[config.mk]
export PLATFORM = sky130hd
export DESIGN_NAME = bram_arb
export DESIGN_NICKNAME = d
export VERILOG_FILES = /design/src/rtl/bram_arb.sv
export SDC_FILE = /design/constraint.sdc
export NUM_CORES = 1
export LEC_CHECK = 0
export CORE_ASPECT_RATIO = 1.4
export CORE_UTILIZATION = 30
export DETAILED_ROUTE_END_ITERATION = 16
export DONT_BUFFER_PORTS = 1
export PLACE_DENSITY = 0.4
export SLEW_MARGIN = 10
export SYNTH_ARGS = -nofsm -noshare
export SYNTH_HDL_FRONTEND = slang
export SYNTH_SLANG_ARGS = --single-unit
[constraint.sdc]
create_clock -name clk_i -period 2 [get_ports clk_i]
set_input_delay 0.4 -clock clk_i [delete_from_list [all_inputs] [get_ports clk_i]]
set_output_delay 0.4 -clock clk_i [all_outputs]
set_load 0.1 [all_outputs]
[src/rtl/bram_arb.sv]
// bram_arb: two-requester arbiter in front of a single-port-pair BRAM.
// After reset the whole memory is cleared, then requests from A and B are
// accepted one per cycle with round-robin priority on conflicts. Read data
// comes straight from the BRAM and is tagged to its owner through a
// two-stage pipeline that matches the command register plus BRAM latency.
module bram_arb #(
    parameter int WIDTH  = 32,
    parameter int LENGHT = 8,
    localparam int AW    = $clog2(LENGHT)
) (
    input  logic             clk_i,
    input  logic             rst_ni,

    input  logic             a_req_i,
    input  logic             a_we_i,
    input  logic [AW-1:0]    a_addr_i,
    input  logic [WIDTH-1:0] a_wdata_i,
    output logic             a_gnt_o,
    output logic             a_rvalid_o,
    output logic [WIDTH-1:0] a_rdata_o,

    input  logic             b_req_i,
    input  logic             b_we_i,
    input  logic [AW-1:0]    b_addr_i,
    input  logic [WIDTH-1:0] b_wdata_i,
    output logic             b_gnt_o,
    output logic             b_rvalid_o,
    output logic [WIDTH-1:0] b_rdata_o,

    output logic             init_done_o,

    output logic             mem_we_o,
    output logic [AW-1:0]    mem_wr_add_o,
    output logic [WIDTH-1:0] mem_wr_data_o,
    output logic             mem_rd_en_o,
    output logic [AW-1:0]    mem_rd_add_o,
    input  logic [WIDTH-1:0] mem_rd_data_i
);

    typedef enum logic {
        ST_INIT = 1'b0,
        ST_RUN  = 1'b1
    } state_t;

    state_t             state_q;
    logic [AW-1:0]      cnt_q;
    logic               prio_b_q;       // 1: B wins the next conflict
    logic               init_done_q;
    logic               mem_we_q;
    logic [AW-1:0]      mem_wr_add_q;
    logic [WIDTH-1:0]   mem_wr_data_q;
    logic               mem_rd_en_q;
    logic [AW-1:0]      mem_rd_add_q;
    logic               rd1_valid_q;    // read command on the BRAM port this cycle
    logic               rd1_owner_q;    // 1: owned by B
    logic               rd2_valid_q;    // BRAM data for that read is on mem_rd_data_i
    logic               rd2_owner_q;

    logic               a_gnt_d;
    logic               b_gnt_d;
    logic               acc_d;
    logic               acc_we_d;
    logic [AW-1:0]      acc_addr_d;
    logic [WIDTH-1:0]   acc_wdata_d;

    // Grant selection and mux of the accepted request's fields.
    always_comb begin
        a_gnt_d     = 1'b0;
        b_gnt_d     = 1'b0;
        acc_we_d    = a_we_i;
        acc_addr_d  = a_addr_i;
        acc_wdata_d = a_wdata_i;
        if (state_q == ST_RUN) begin
            a_gnt_d = a_req_i && (!b_req_i || !prio_b_q);
            b_gnt_d = b_req_i && (!a_req_i ||  prio_b_q);
        end
        if (b_gnt_d) begin
            acc_we_d    = b_we_i;
            acc_addr_d  = b_addr_i;
            acc_wdata_d = b_wdata_i;
        end
        acc_d = a_gnt_d || b_gnt_d;
    end

    // Clear/run state machine with registered BRAM commands and read-owner tags.
    always_ff @(posedge clk_i or negedge rst_ni) begin
        if (!rst_ni) begin
            state_q       <= ST_INIT;
            cnt_q         <= '0;
            prio_b_q      <= 1'b0;
            init_done_q   <= 1'b0;
            mem_we_q      <= 1'b0;
            mem_wr_add_q  <= '0;
            mem_wr_data_q <= '0;
            mem_rd_en_q   <= 1'b0;
            mem_rd_add_q  <= '0;
            rd1_valid_q   <= 1'b0;
            rd1_owner_q   <= 1'b0;
            rd2_valid_q   <= 1'b0;
            rd2_owner_q   <= 1'b0;
        end else begin
            rd2_valid_q <= rd1_valid_q;
            rd2_owner_q <= rd1_owner_q;
            case (state_q)
                ST_INIT: begin
                    mem_we_q      <= 1'b1;
                    mem_wr_add_q  <= cnt_q;
                    mem_wr_data_q <= '0;
                    mem_rd_en_q   <= 1'b0;
                    rd1_valid_q   <= 1'b0;
                    rd1_owner_q   <= 1'b0;
                    cnt_q         <= cnt_q + AW'(1);
                    if (cnt_q == AW'(LENGHT - 1)) begin
                        state_q     <= ST_RUN;
                        init_done_q <= 1'b1;
                    end
                end
                ST_RUN: begin
                    mem_we_q    <= acc_d && acc_we_d;
                    mem_rd_en_q <= acc_d && !acc_we_d;
                    rd1_valid_q <= acc_d && !acc_we_d;
                    rd1_owner_q <= b_gnt_d;
                    if (acc_d && acc_we_d) begin
                        mem_wr_add_q  <= acc_addr_d;
                        mem_wr_data_q <= acc_wdata_d;
                    end
                    if (acc_d && !acc_we_d) begin
                        mem_rd_add_q <= acc_addr_d;
                    end
                    // Point at the side that lost (or did not ask) this time.
                    if (acc_d) begin
                        prio_b_q <= a_gnt_d;
                    end
                end
                default: state_q <= ST_INIT;
            endcase
        end
    end

    assign a_gnt_o       = a_gnt_d;
    assign b_gnt_o       = b_gnt_d;
    assign a_rvalid_o    = rd2_valid_q && !rd2_owner_q;
    assign b_rvalid_o    = rd2_valid_q &&  rd2_owner_q;
    assign a_rdata_o     = mem_rd_data_i;
    assign b_rdata_o     = mem_rd_data_i;
    assign init_done_o   = init_done_q;
    assign mem_we_o      = mem_we_q;
    assign mem_wr_add_o  = mem_wr_add_q;
    assign mem_wr_data_o = mem_wr_data_q;
    assign mem_rd_en_o   = mem_rd_en_q;
    assign mem_rd_add_o  = mem_rd_add_q;

endmodule

=== After elaboration in Yosys (flattened, before gate mapping) ===
Index checks and enable logic that the tools add are counted.

* Add/subtract/negate cells: 1
* Equal/unequal tests: 2
* Mux-type cells: 14
* Bitwise operators: 1
* Reductions and logical operators: 17

{| class="wikitable"
|+ Operators by type and width
! kind !! number
|-
| $mux W32 || 2
|-
| $pmux W32 S2 || 1
|-
| $logic_and A1 B1 Y1 || 6
|-
| $mux W3 || 2
|-
| $pmux W1 S2 || 3
|-
| $pmux W3 S2 || 1
|-
| $reduce_and A2 Y1 || 3
|-
| $logic_not A1 Y1 || 5
|-
| $mux W1 || 5
|-
| $add A3 B1 Y3 const B || 1
|-
| $eq A3 B3 Y1 const B || 1
|-
| $logic_or A1 B1 Y1 || 3
|-
| $ne A2 B1 Y1 const B || 1
|-
| $not A1 Y1 || 1
|}

* Bits in registers: 49
* Input port bits: 108
* Output and inout port bits: 109
* Logic and storage cells: 47

=== Logic depth before layout (Yosys ltp) ===
* Depth after elaboration: 8
* Depth in mapped cells: 6

=== Worst setup path before layout ===
Ideal clock, no wire load.

* Path kind: register -> output
* Start point: reg rd2_owner_q
* End point: out a_rvalid_o
* Arrival: 1.693 ns
* Path slack: -0.093 ns
* Cell stages (with the launch flop): 2
* Path buffers: 0
* Path through: dfrtp_1 > nor2b_1

* Longest elaborated chain between the ends: 2

{| class="wikitable"
|+ Ends and longest elaborated chain
! what !! RTL line !! source
|-
| start: declaration || 57 || <nowiki>logic rd2_owner_q;</nowiki>
|-
| start signal: assignment || 103 || <nowiki>rd2_owner_q <= rd1_owner_q;</nowiki>
|-
| $logic_not A1 Y1 || 142 || <nowiki>assign a_rvalid_o = rd2_valid_q && !rd2_owner_q;</nowiki>
|-
| $logic_and A1 B1 Y1 || 142 ||
|-
| end: declaration || 19 || <nowiki>output logic a_rvalid_o,</nowiki>
|}

Every way passes these cells.

=== Worst setup path in the final report ===
* Start point: reg prio_b_q
* End point: out b_gnt_o

* Longest elaborated chain between the ends: 3

{| class="wikitable"
|+ Ends and longest elaborated chain
! what !! RTL line !! source
|-
| start: declaration || 47 || <nowiki>logic prio_b_q;</nowiki>
|-
| start signal: assignment || 132 || <nowiki>prio_b_q <= a_gnt_d;</nowiki>
|-
| $logic_or A1 B1 Y1 || 75 || <nowiki>b_gnt_d = b_req_i && (!a_req_i || prio_b_q);</nowiki>
|-
| $logic_and A1 B1 Y1 || 75 ||
|-
| $mux W1 || 73 || <nowiki>if (state_q == ST_RUN) begin</nowiki>
|-
| end: declaration || 26 || <nowiki>output logic b_gnt_o,</nowiki>
|}

Every way passes these cells.

==> flow_summary.toml <==
[route]
vias = 1623
via_per_inst = 4.61
drtIter0Drc = 47
wl_um = 5860
postRouteAntennaNets = 0
wl_per_cell_um = 16.7
drc = 0
first_pass_iters = 4

[final_layout]
design_area_sq_um = 2930
nNetsFinal = 354
drive_gt1_frac = 0.286
fillers = 936
syn2layout_area_growth_pct = 4.83
n_antenna_cell = 0

[synthesis]
synth.most_common_cell = "buf_4"
netlist_area_sq_um = 2800
ys_async_sr_fraction = 1.00
yosys.area.top_type_share = 0.438
ys_seq_area_frac = 0.438
yosys-top-cells-count = "buf_4 (65), dfrtp_1 (49), mux2i_1 (38), nand2_1 (32), o21ai_1 (32)"
yosysTopAreaCell = "dfrtp_1"
syn_nets = 371
avgSynthCellArea_sq_um = 10.7
yosysWarnings = 0
yosysUniqueCellTypes = 29
ys.flop_type = "dfrtp_1"
synth.ff_latch_count = 49
synthTopCellsByArea = "dfrtp_1 (44%), buf_4 (17%), mux2i_1 (14%)"
synth_cells = 261
synth_edf_count = 0

[timing]
clock.fmax_ghz = 0.520
hold_violations = 0
setup_tns_ns = 0
drv_slew = 0
rsz0062_at_grt = "no"
final-setup-viol-count = 0
tightest_slew_ns = 0.897
finalClockSkew_ns = 0.00208
fin_crit_sh = 0.961
fin_crit_ns = 1.92
slew_headroom = 0.402
timing.hold.ws_ns = 0.218

[pwr]
p_leak_uw = 0.00142
peakVddDrop_v = 0.000720
pwr_density_cell_nw_per_um2 = 1420

[setup_path]
start_kind = "flop"
max_stage_delay_ns = 0.42
path_cells = "nand2b_4 > and3_4 > buf_12"
cp.arrival_ns = 1.52
path_buf_inv = 1
worstPathRequired_ns = 1.60
crit_slowest_cell = "dfrtp_1"
crit_family = "simple AND/OR/NAND/NOR gates"
path_max_fanout = 14
endpoint_kind = "primary output"
crit_type = "reg -> out"

[floorplan]
die_w_um = 83.6
die-area_sq_um = 9720
rows = 41
dieHeight_um = 116
top_level_ports = 217
core_sq_um = 9030
start_util = 0.310

[grt]
grt_first_pass_wirelength_um = 8650
antenna_found_initial = 1
grt_overflow = 0
grt_max_degree = 50
grt_pass1_vias = 1577
grt_usage = 0.119

[clocking]
clock_latency_ns = 0.29
clk_pin_slew_ns = 0.06
cts_buffers = 5
ctsResizeCount = 0
cts_buffer_depth = 2
clock-root-buffer = "clkbuf_16"
clock_sinks = 49
tritoncts = "done"
htreeDepth = 2

[place]
gp_congestion = 0.684
dpl_cell_area_sq_um = 2720
dp_hpwl_um = 4270
portBuffers = 0

[hold_path]
hold_path_class = "in -> reg"

[flow_run]
drv_cap = 0

[status]
status = "finished, final reports clean"
## worst register-to-register path, stage by stage (launching register included)
cell and delay (ns):
dfrtp_1 0.42, nand2b_4 0.18, and3_4 0.34, buf_12 0.28
mux2i_1 0.21, o21ai_1 0.07
## worst paths after layout
path	from	to	slack, ns	cells past startpoint
hold reg to reg	rd1_owner_q	rd2_owner_q	0.36	0
min in group asynchronous	rst_ni	mem_wr_data_o[0]	0.61	2
max in group asynchronous	rst_ni	mem_wr_data_o[5]	1.14	2
setup / recovery	prio_b_q	b_gnt_o	0.08	3
setup reg to reg	prio_b_q	mem_wr_data_o[26]	0.36	5
hold / removal	b_req_i	prio_b_q	0.22	1
## report_power, final
group	internal [uW]	switching (uW)	total, uW
Sequential	1160	54.0	1210
Clock	625	363	988
Combinational	386	1570	1960
Total	2170	1990	4160
## cells in the final DEF (no fill, tap or decap), types with 2 or more instances in the layout
cell type and n:
mux2_2 2, inv_2 2, a22oi_1 3, dfrtp_1 49
clkbuf_16 5, buf_4 46, o21ai_1 32, o21ai_0 3
and2_1 3, inv_1 6, ha_1 2, buf_12 3
mux2i_1 38, nand2_1 32
## state kept, by name (all words and copies together), names as in the netlist
signal / count
mem_wr_data_o: 32
cnt_q: 3
mem_rd_add_o: 3
mem_wr_add_o: 3
init_done_o: 1
mem_we_o: 1
prio_b_q: 1
rd1_owner_q: 1
rd1_valid_q: 1
rd2_owner_q: 1
rd2_valid_q: 1
state_q: 1
## routing by layer
metal / wire length, um / global-route usage
met3: 523 / 0.0410
met1: 2120 / 0.130
met5: 12 / 0
met2: 2990 / 0.197
met4: 224 / 0.0780
## area by class of cell
type / count / area [sq um] / share of cell area
repair buffers: 51 / 443 / 0.151
flip-flops and latches: 49 / 1230 / 0.418
clock inverters: 1 / 30.0 / 0.0102
inverters: 8 / 30.0 / 0.0102
well taps: 107 / 134 / 0.0456
multi-input cells: 129 / 927 / 0.316
clock buffers: 7 / 143 / 0.0486
## stage by stage
stage	instances	util	setup slack [ns]	total power [uW]
4_1_cts	352	0.325	0.0629	4220
3_5_place_dp	342	0.302	0.349	3180
3_3_place_gp	342	0.302	0.387	3170
6_report	352	0.325	0.0776	4160
5_1_grt	352	0.325	0.0172	4330
2_1_floorplan	261	-	0.178	3430
## repair_timing
| action | CTS | global route |
|---|---|---|
| buffers inserted | 0 | 0 |
| hold buffers | 2 | 0 |
| endpoints found under the hold margin | 49 | 0 |
| endpoints found under the setup margin | 0 | 0 |
## cell families (layout without fill, tap and decap cells)
| family | count (synthesis) | count (layout) | synth area share |
|---|---|---|---|
| AOI/OAI and AO/OA | 45 | 45 | 0.106 |
| DFF | 49 | 49 | 0.438 |
| and+or+nand+nor | 41 | 41 | 0.0680 |
| adders and majority gates | 2 | 2 | 0.00894 |
| buffers and inverters | 83 | 67 | 0.231 |
| muxes | 40 | 40 | 0.144 |
| xor gates and xnor gates | 1 | 1 | 0.00313 |
No activity file was read; power rests on OpenSTA's default activity.
